===== src/rtl/inst_fetch_queue_pkg.sv =====
// Shared types and widths for the instruction-fetch front end.
// The helper sizes the occupancy counters so that the value DEPTH itself fits.
package inst_fetch_queue_pkg;

    localparam int XLEN   = 32;
    localparam int INST_W = 32;

    localparam logic [INST_W-1:0] NOP_INST = 32'h0000_0013;

    typedef struct packed {
        logic [XLEN-1:0]   pc;
        logic [INST_W-1:0] inst;
    } fetch_entry_t;

    function automatic int cnt_w(input int depth);
        return $clog2(depth) + 1;
    endfunction

endpackage


===== src/rtl/inst_fetch_queue_if.sv =====
// Fetch front-end bus: instruction-memory request/response, redirect and decode handshake.
// slave = the fetch queue, master = the core/memory side driving it.
interface inst_fetch_queue_if import inst_fetch_queue_pkg::*; ();

    logic              i_start;
    logic              o_imem_req;
    logic [XLEN-1:0]   o_imem_addr;
    logic              i_imem_gnt;
    logic              i_imem_rvalid;
    logic [INST_W-1:0] i_imem_rdata;
    logic              i_redirect;
    logic [XLEN-1:0]   i_redirect_pc;
    logic              o_valid;
    logic [INST_W-1:0] o_inst;
    logic [XLEN-1:0]   o_pc;
    logic              i_ready;
    logic              o_squash_busy;

    modport slave (
        input  i_start, i_imem_gnt, i_imem_rvalid, i_imem_rdata,
               i_redirect, i_redirect_pc, i_ready,
        output o_imem_req, o_imem_addr, o_valid, o_inst, o_pc, o_squash_busy
    );

    modport master (
        output i_start, i_imem_gnt, i_imem_rvalid, i_imem_rdata,
               i_redirect, i_redirect_pc, i_ready,
        input  o_imem_req, o_imem_addr, o_valid, o_inst, o_pc, o_squash_busy
    );

endinterface


===== src/rtl/inst_fetch_queue_fifo.sv =====
// DEPTH-entry circular buffer of fetched {pc, inst} pairs with a synchronous flush.
// The head is read combinationally and forced to zero while the buffer is empty.
module fetch_fifo import inst_fetch_queue_pkg::*; #(
    parameter  int DEPTH = 4,
    localparam int CW    = cnt_w(DEPTH)
) (
    input  logic         i_clk,
    input  logic         i_rst,
    input  logic         i_flush,
    input  logic         i_push,
    input  fetch_entry_t i_wdata,
    input  logic         i_pop,
    output logic         o_valid,
    output fetch_entry_t o_rdata,
    output logic [CW-1:0] o_count
);

    localparam int AW = $clog2(DEPTH);

    fetch_entry_t  entry_q [DEPTH];
    logic [AW-1:0] rd_ptr_q;
    logic [AW-1:0] wr_ptr_q;
    logic [CW-1:0] count_q;
    logic          do_push;
    logic          do_pop;

    // Flush wins over both push and pop in the same cycle.
    assign do_push = i_push && !i_flush;
    assign do_pop  = i_pop && (count_q != '0) && !i_flush;

    always_ff @(posedge i_clk or posedge i_rst) begin
        if (i_rst) begin
            rd_ptr_q <= '0;
            wr_ptr_q <= '0;
            count_q  <= '0;
        end else if (i_flush) begin
            rd_ptr_q <= '0;
            wr_ptr_q <= '0;
            count_q  <= '0;
        end else begin
            if (do_push) begin
                wr_ptr_q <= wr_ptr_q + AW'(1);
            end
            if (do_pop) begin
                rd_ptr_q <= rd_ptr_q + AW'(1);
            end
            count_q <= count_q + CW'(do_push) - CW'(do_pop);
        end
    end

    always_ff @(posedge i_clk) begin
        if (do_push) begin
            entry_q[wr_ptr_q] <= i_wdata;
        end
    end

    assign o_valid = (count_q != '0);
    assign o_rdata = o_valid ? entry_q[rd_ptr_q] : '0;
    assign o_count = count_q;

    assert property (@(posedge i_clk) disable iff (i_rst)
        do_push |-> (count_q < CW'(DEPTH)));

endmodule


===== src/rtl/inst_fetch_queue.sv =====
// In-order instruction prefetcher: issues word requests under a credit limit,
// tags responses with their pc, and squashes in-flight responses on redirect.
module inst_fetch_queue import inst_fetch_queue_pkg::*; #(
    parameter int              DEPTH    = 4,
    parameter logic [XLEN-1:0] PC_STEP  = 1,
    parameter logic [XLEN-1:0] RESET_PC = '0
) (
    input  logic               i_clk,
    input  logic               i_rst,
    inst_fetch_queue_if.slave  bus
);

    localparam int CW = cnt_w(DEPTH);
    localparam int SW = CW + 2;

    logic [XLEN-1:0] fetch_pc_q, fetch_pc_d;
    logic [XLEN-1:0] rsp_pc_q, rsp_pc_d;
    logic [CW-1:0]   outstanding_q, outstanding_d;
    logic [CW-1:0]   drop_cnt_q, drop_cnt_d;
    logic            squash_busy_q;
    logic [CW-1:0]   count;
    logic [CW-1:0]   inflight;
    logic [SW-1:0]   in_use;
    logic            accept;
    logic            rsp_drop;
    logic            rsp_keep;
    fetch_entry_t    push_entry;
    fetch_entry_t    head_entry;

    // Every queued, outstanding or doomed word holds a slot, so a response always has room.
    assign inflight = outstanding_q + drop_cnt_q;
    assign in_use   = SW'(count) + SW'(outstanding_q) + SW'(drop_cnt_q);

    assign bus.o_imem_req  = !i_rst && bus.i_start && !bus.i_redirect && (in_use < SW'(DEPTH));
    assign bus.o_imem_addr = fetch_pc_q;

    assign accept   = bus.o_imem_req && bus.i_imem_gnt;
    assign rsp_drop = bus.i_imem_rvalid && (drop_cnt_q != '0);
    assign rsp_keep = bus.i_imem_rvalid && (drop_cnt_q == '0) && !bus.i_redirect;

    always_comb begin
        fetch_pc_d    = fetch_pc_q;
        rsp_pc_d      = rsp_pc_q;
        outstanding_d = outstanding_q;
        drop_cnt_d    = drop_cnt_q;
        if (bus.i_redirect) begin
            fetch_pc_d    = bus.i_redirect_pc;
            rsp_pc_d      = bus.i_redirect_pc;
            outstanding_d = '0;
            // Everything still in flight becomes stale; a response landing now is one of them.
            if (inflight != '0) begin
                drop_cnt_d = inflight - CW'(bus.i_imem_rvalid);
            end else begin
                drop_cnt_d = '0;
            end
        end else begin
            if (accept) begin
                fetch_pc_d = fetch_pc_q + PC_STEP;
            end
            if (rsp_keep) begin
                rsp_pc_d = rsp_pc_q + PC_STEP;
            end
            if (rsp_drop) begin
                drop_cnt_d = drop_cnt_q - CW'(1);
            end
            outstanding_d = outstanding_q + CW'(accept) - CW'(rsp_keep);
        end
    end

    always_ff @(posedge i_clk or posedge i_rst) begin
        if (i_rst) begin
            fetch_pc_q    <= RESET_PC;
            rsp_pc_q      <= RESET_PC;
            outstanding_q <= '0;
            drop_cnt_q    <= '0;
            squash_busy_q <= 1'b0;
        end else begin
            fetch_pc_q    <= fetch_pc_d;
            rsp_pc_q      <= rsp_pc_d;
            outstanding_q <= outstanding_d;
            drop_cnt_q    <= drop_cnt_d;
            squash_busy_q <= (drop_cnt_d != '0);
        end
    end

    assign push_entry.pc   = rsp_pc_q;
    assign push_entry.inst = bus.i_imem_rdata;

    fetch_fifo #(
        .DEPTH (DEPTH)
    ) u_fifo (
        .i_clk   (i_clk),
        .i_rst   (i_rst),
        .i_flush (bus.i_redirect),
        .i_push  (rsp_keep),
        .i_wdata (push_entry),
        .i_pop   (bus.i_ready),
        .o_valid (bus.o_valid),
        .o_rdata (head_entry),
        .o_count (count)
    );

    assign bus.o_inst        = head_entry.inst;
    assign bus.o_pc          = head_entry.pc;
    assign bus.o_squash_busy = squash_busy_q;

    assert property (@(posedge i_clk) disable iff (i_rst)
        bus.i_imem_rvalid |-> (inflight != '0));

endmodule

===== src/flat_wrapper.sv =====
// flat-port wrapper written by rule: the top's interface ports become plain ports
module inst_fetch_queue_flat import inst_fetch_queue_pkg::*;
#(
    parameter int              DEPTH    = 4,
    parameter logic [XLEN-1:0] PC_STEP  = 1,
    parameter logic [XLEN-1:0] RESET_PC = '0
)
  (i_clk, i_rst, bus_i_start, bus_i_imem_gnt, bus_i_imem_rvalid, bus_i_imem_rdata, bus_i_redirect, bus_i_redirect_pc, bus_i_ready, bus_o_imem_req, bus_o_imem_addr, bus_o_valid, bus_o_inst, bus_o_pc, bus_o_squash_busy);
  inst_fetch_queue_if bus_i ();
  input  logic i_clk;
  input  logic i_rst;
  input wire logic [$bits(bus_i.i_start)-1:0] bus_i_start;
  input wire logic [$bits(bus_i.i_imem_gnt)-1:0] bus_i_imem_gnt;
  input wire logic [$bits(bus_i.i_imem_rvalid)-1:0] bus_i_imem_rvalid;
  input wire logic [$bits(bus_i.i_imem_rdata)-1:0] bus_i_imem_rdata;
  input wire logic [$bits(bus_i.i_redirect)-1:0] bus_i_redirect;
  input wire logic [$bits(bus_i.i_redirect_pc)-1:0] bus_i_redirect_pc;
  input wire logic [$bits(bus_i.i_ready)-1:0] bus_i_ready;
  output wire logic [$bits(bus_i.o_imem_req)-1:0] bus_o_imem_req;
  output wire logic [$bits(bus_i.o_imem_addr)-1:0] bus_o_imem_addr;
  output wire logic [$bits(bus_i.o_valid)-1:0] bus_o_valid;
  output wire logic [$bits(bus_i.o_inst)-1:0] bus_o_inst;
  output wire logic [$bits(bus_i.o_pc)-1:0] bus_o_pc;
  output wire logic [$bits(bus_i.o_squash_busy)-1:0] bus_o_squash_busy;
  assign bus_i.i_start = bus_i_start;
  assign bus_i.i_imem_gnt = bus_i_imem_gnt;
  assign bus_i.i_imem_rvalid = bus_i_imem_rvalid;
  assign bus_i.i_imem_rdata = bus_i_imem_rdata;
  assign bus_i.i_redirect = bus_i_redirect;
  assign bus_i.i_redirect_pc = bus_i_redirect_pc;
  assign bus_i.i_ready = bus_i_ready;
  assign bus_o_imem_req = bus_i.o_imem_req;
  assign bus_o_imem_addr = bus_i.o_imem_addr;
  assign bus_o_valid = bus_i.o_valid;
  assign bus_o_inst = bus_i.o_inst;
  assign bus_o_pc = bus_i.o_pc;
  assign bus_o_squash_busy = bus_i.o_squash_busy;
  inst_fetch_queue #(.DEPTH(DEPTH), .PC_STEP(PC_STEP), .RESET_PC(RESET_PC)) u_core (.i_clk(i_clk), .i_rst(i_rst), .bus(bus_i));
endmodule

===== config.mk =====
export PLATFORM = sky130hd
export DESIGN_NAME = inst_fetch_queue_flat
export DESIGN_NICKNAME = d
export VERILOG_FILES = /design/src/rtl/inst_fetch_queue_pkg.sv /design/src/rtl/inst_fetch_queue_if.sv /design/src/rtl/inst_fetch_queue_fifo.sv /design/src/rtl/inst_fetch_queue.sv /design/src/flat_wrapper.sv
export SDC_FILE = /design/constraint.sdc
export NUM_CORES = 1
export LEC_CHECK = 0
export CAP_MARGIN = 0
export CORE_AREA = 5 5 234 236
export CTS_CLUSTER_SIZE = 12
export DETAILED_ROUTE_END_ITERATION = 6
export DIE_AREA = 0 0 239 241
export HOLD_SLACK_MARGIN = 0.15
export PLACE_DENSITY_LB_ADDON = 0.1
export SLEW_MARGIN = 20
export SYNTH_ARGS = -nofsm -noshare
export SYNTH_HDL_FRONTEND = slang
export SYNTH_HIERARCHICAL = 1
export SYNTH_SLANG_ARGS = --single-unit

===== constraint.sdc =====
create_clock -name i_clk -period 3.8 [get_ports i_clk]
set_input_delay 0.95 -clock i_clk [delete_from_list [all_inputs] [get_ports i_clk]]
set_output_delay 0.95 -clock i_clk [all_outputs]
set_load 0.01 [all_outputs]

==> metrics.txt <==
average routed wire per standard cell 20.2 um; CP Capture Point bus_o_imem_req; CTS tree done; Starting DRT DRC Count between 400 and 500; Area Overhead vs Synth 28.0%; clk_lat worst skew between 500 and 600 ps; power per cell area 604 mW/mm^2; Worst R2R Start u_core/outstanding_q[2]; post-synth top area cell edfxtp_1; fin area about 0.019 mm^2; Max transition margin 50.7%; post-placement setup slack approximately 78 ps; startpoint types register; antenna violations before repair 1; worst slew pin tran 733 ps; commonest non-fill, non-tap cell in the layout edfxtp_1; DR pass1 iterations 4; Setup Viol. Count Final 0; crit path from u_core/outstanding_q[2]; slack of the critical path 114 ps; vias per cell 4.63; total global-route track usage about an eighth; die area 0.0576 mm^2; Hold Path Class register to register; row count 84; number of synthesized flops with an enable pin about 260; total wire length roughly 38000 um; Placed Area 0.0173 mm^2; distinct cell type count after synthesis 55; hold_ws approximately 570 ps; RR Endpoint u_core/outstanding_q[2]; height of the die 241 um; Data required, critical path 2850 ps; clock edge transition at the registers on the reported setup and hold paths about 60 ps; largest net degree at the start of global routing 87; MaxCap Viol Count 0; post-synthesis sequential area ratio roughly two thirds; R2R setup slack about 300 ps; area share of the largest cell type after synthesis 52.9%; share of layout cells above drive strength 1 16.3%; antenna-violating nets left 0; DRC 0; fillers 5060; clock tree buffer depth 3; fin crit period 3690 ps; Final GP Congestion 0.773; dpl hpwl roughly 24000 um; Synth area leaders edfxtp_1 (53%), dfrtp_1 (13%), mux4_2 (9.9%), and2_1 (3.1%), xnor2_1 (1.9%); synthesized net count 1037; Synth Area per Inst between 15 and 20 um^2; TritonCTS buffer count 41; final worst path period share between 90% and 100%; gr ovfl total 0; Clock Sinks 334; Final Hold Vio Count 0; LEAKAGE ~6.3 nW; Antenna Cells 0; Worst EP arrival 2740 ps; core box area 0.0522 mm^2; fin nets around 1200; Async SR Flop Fraction 23.4%; Reg2Reg Depth 16; Synth warnings 6; cell count after synthesis 943; # IOs 170; starting density of the core 27.8%; status completed; synthesized cell area 0.0145 mm^2; H-tree levels 2; maximum VDD drop 0.000326 V; RSZ-0062 raised after global routing true; Fin Clk Skew around 15 ps; die width 239 um; first-pass GRT wire length 57700 um; Main synth FF type edfxtp_1; CP Capture Type output port; clock root cell clkbuf_16; Crit Path Category register to output port; vias in the first global route slightly above 9000; most frequent cells in the layout edfxtp_1 (256), clkdlybuf4s50_1 (167), dfrtp_1 (75); via count 8662; max-slew violations 0; I/O Buffers 169; CP max FO 2; Yosys reg bits around 330; Fmax ~270 MHz
## flip-flops by register name (all words and copies together) (netlist names)
name and count:
u_core/u_fifo/o_count 3, u_core/drop_cnt_q 3, u_core/rsp_pc_q 32, u_core/bus.o_imem_addr 32, u_core/outstanding_q 3, u_core/u_fifo/wr_ptr_q 2, u_core/u_fifo/entry_q 256, u_core/bus.o_squash_busy 1
u_core/u_fifo/rd_ptr_q 2
## worst max-delay path, stage by stage, from the launching register on
cell and delay [ps]:
dfrtp_1 350, inv_1 60, fa_1 540, inv_1 90, fa_1 500, nor4b_2 310
o21ai_2 90, a21oi_1 110, buf_2 140
## repair_timing
item | 4_1_cts | 5_1_grt
buffers inserted | 2 | 3
resized for setup | 7 | 5
hold buffers | 0 | 0
pin swaps | 0 | 3
setup endpoints to repair | 45 | 1
## power breakdown
part | switching (mW) | total (mW) | internal [mW]
registers | 0.251 | 4.40 | 4.15
logic | 1.44 | 3.14 | 1.69
clock network | 1.49 | 3.70 | 2.20
total | 3.19 | 11.2 | 8.04
## synthesized netlist by cell type, drive strengths merged (6+ instances only)
cell type    n
ha          17
nand3       22
dfrtp       78
or3          6
o211ai       9
edfxtp     256
nor4        11
nor2b        7
and4         6
inv         46
xnor2       32
and3         6
nor2        28
nand2       63
a21oi       16
o31a        11
nor3        22
and2        71
fa           6
o41ai        6
nand4       17
mux4        64
clkbuf      21
o21ai       57
buf         22
## through the flow
stage	power [mW]	TNS, ps	utilization, %	instances
after global placement	7.65	0	33.0	1791
final	11.2	0	35.6	1869
after floorplan	6.10	0	-	943
after global routing	11.9	-49.8	35.6	1869
after CTS	11.5	0	35.5	1866
after detailed placement	7.65	0	33.0	1791
## routing by layer
layer	up-vias	track usage, %	share of wire (%)
met1	4419	18.4	48
met2	185	20.7	46
met5	-	0	0.053
met3	45	2.61	4.2
met4	2	3.82	2.0
li1	4011	-	-
## cells by family (layout without fill, tap and decap cells)
| logic type | count (synthesis) | after routing | share of synthesized area, % |
|---|---|---|---|
| mux | 69 | 69 | 10.3 |
| buf+inv | 90 | 328 | 3.06 |
| xor+xnor | 38 | 38 | 2.39 |
| fa+ha+maj | 23 | 23 | 2.29 |
| flops | 334 | 334 | 66.4 |
| simple gates | 269 | 269 | 10.3 |
| compound gates | 120 | 120 | 5.32 |
## worst min-delay path by stage
| stage | from | endpoint | slack (ps) | depth (start not counted) |
|---|---|---|---|---|
| floorplan | u_core/rsp_pc_q[31] | u_core/u_fifo/entry_q[0][63] | 500 | 0 |
| global placement | u_core/bus.o_imem_addr[31] | u_core/bus.o_imem_addr[31] | 550 | 2 |
| detailed placement | u_core/bus.o_imem_addr[14] | u_core/bus.o_imem_addr[14] | 560 | 1 |
| CTS | u_core/bus.o_imem_addr[14] | u_core/bus.o_imem_addr[14] | 580 | 1 |
| global route | u_core/bus.o_imem_addr[14] | u_core/bus.o_imem_addr[14] | 600 | 1 |
| finish | u_core/bus.o_imem_addr[14] | u_core/bus.o_imem_addr[14] | 570 | 1 |
## layout make-up
type / count / area, um^2 / area share [%]
repair buffers: 208 / 2160 / 11.6
multi-input cells: 519 / 4470 / 24.1
flip-flops and latches: 334 / 9650 / 51.9
well taps: 688 / 861 / 4.63
clock buffers: 48 / 1060 / 5.71
inverters: 47 / 176 / 0.949
clock inverters: 25 / 208 / 1.12
Note: power is estimated with default switching activity, not from simulation.
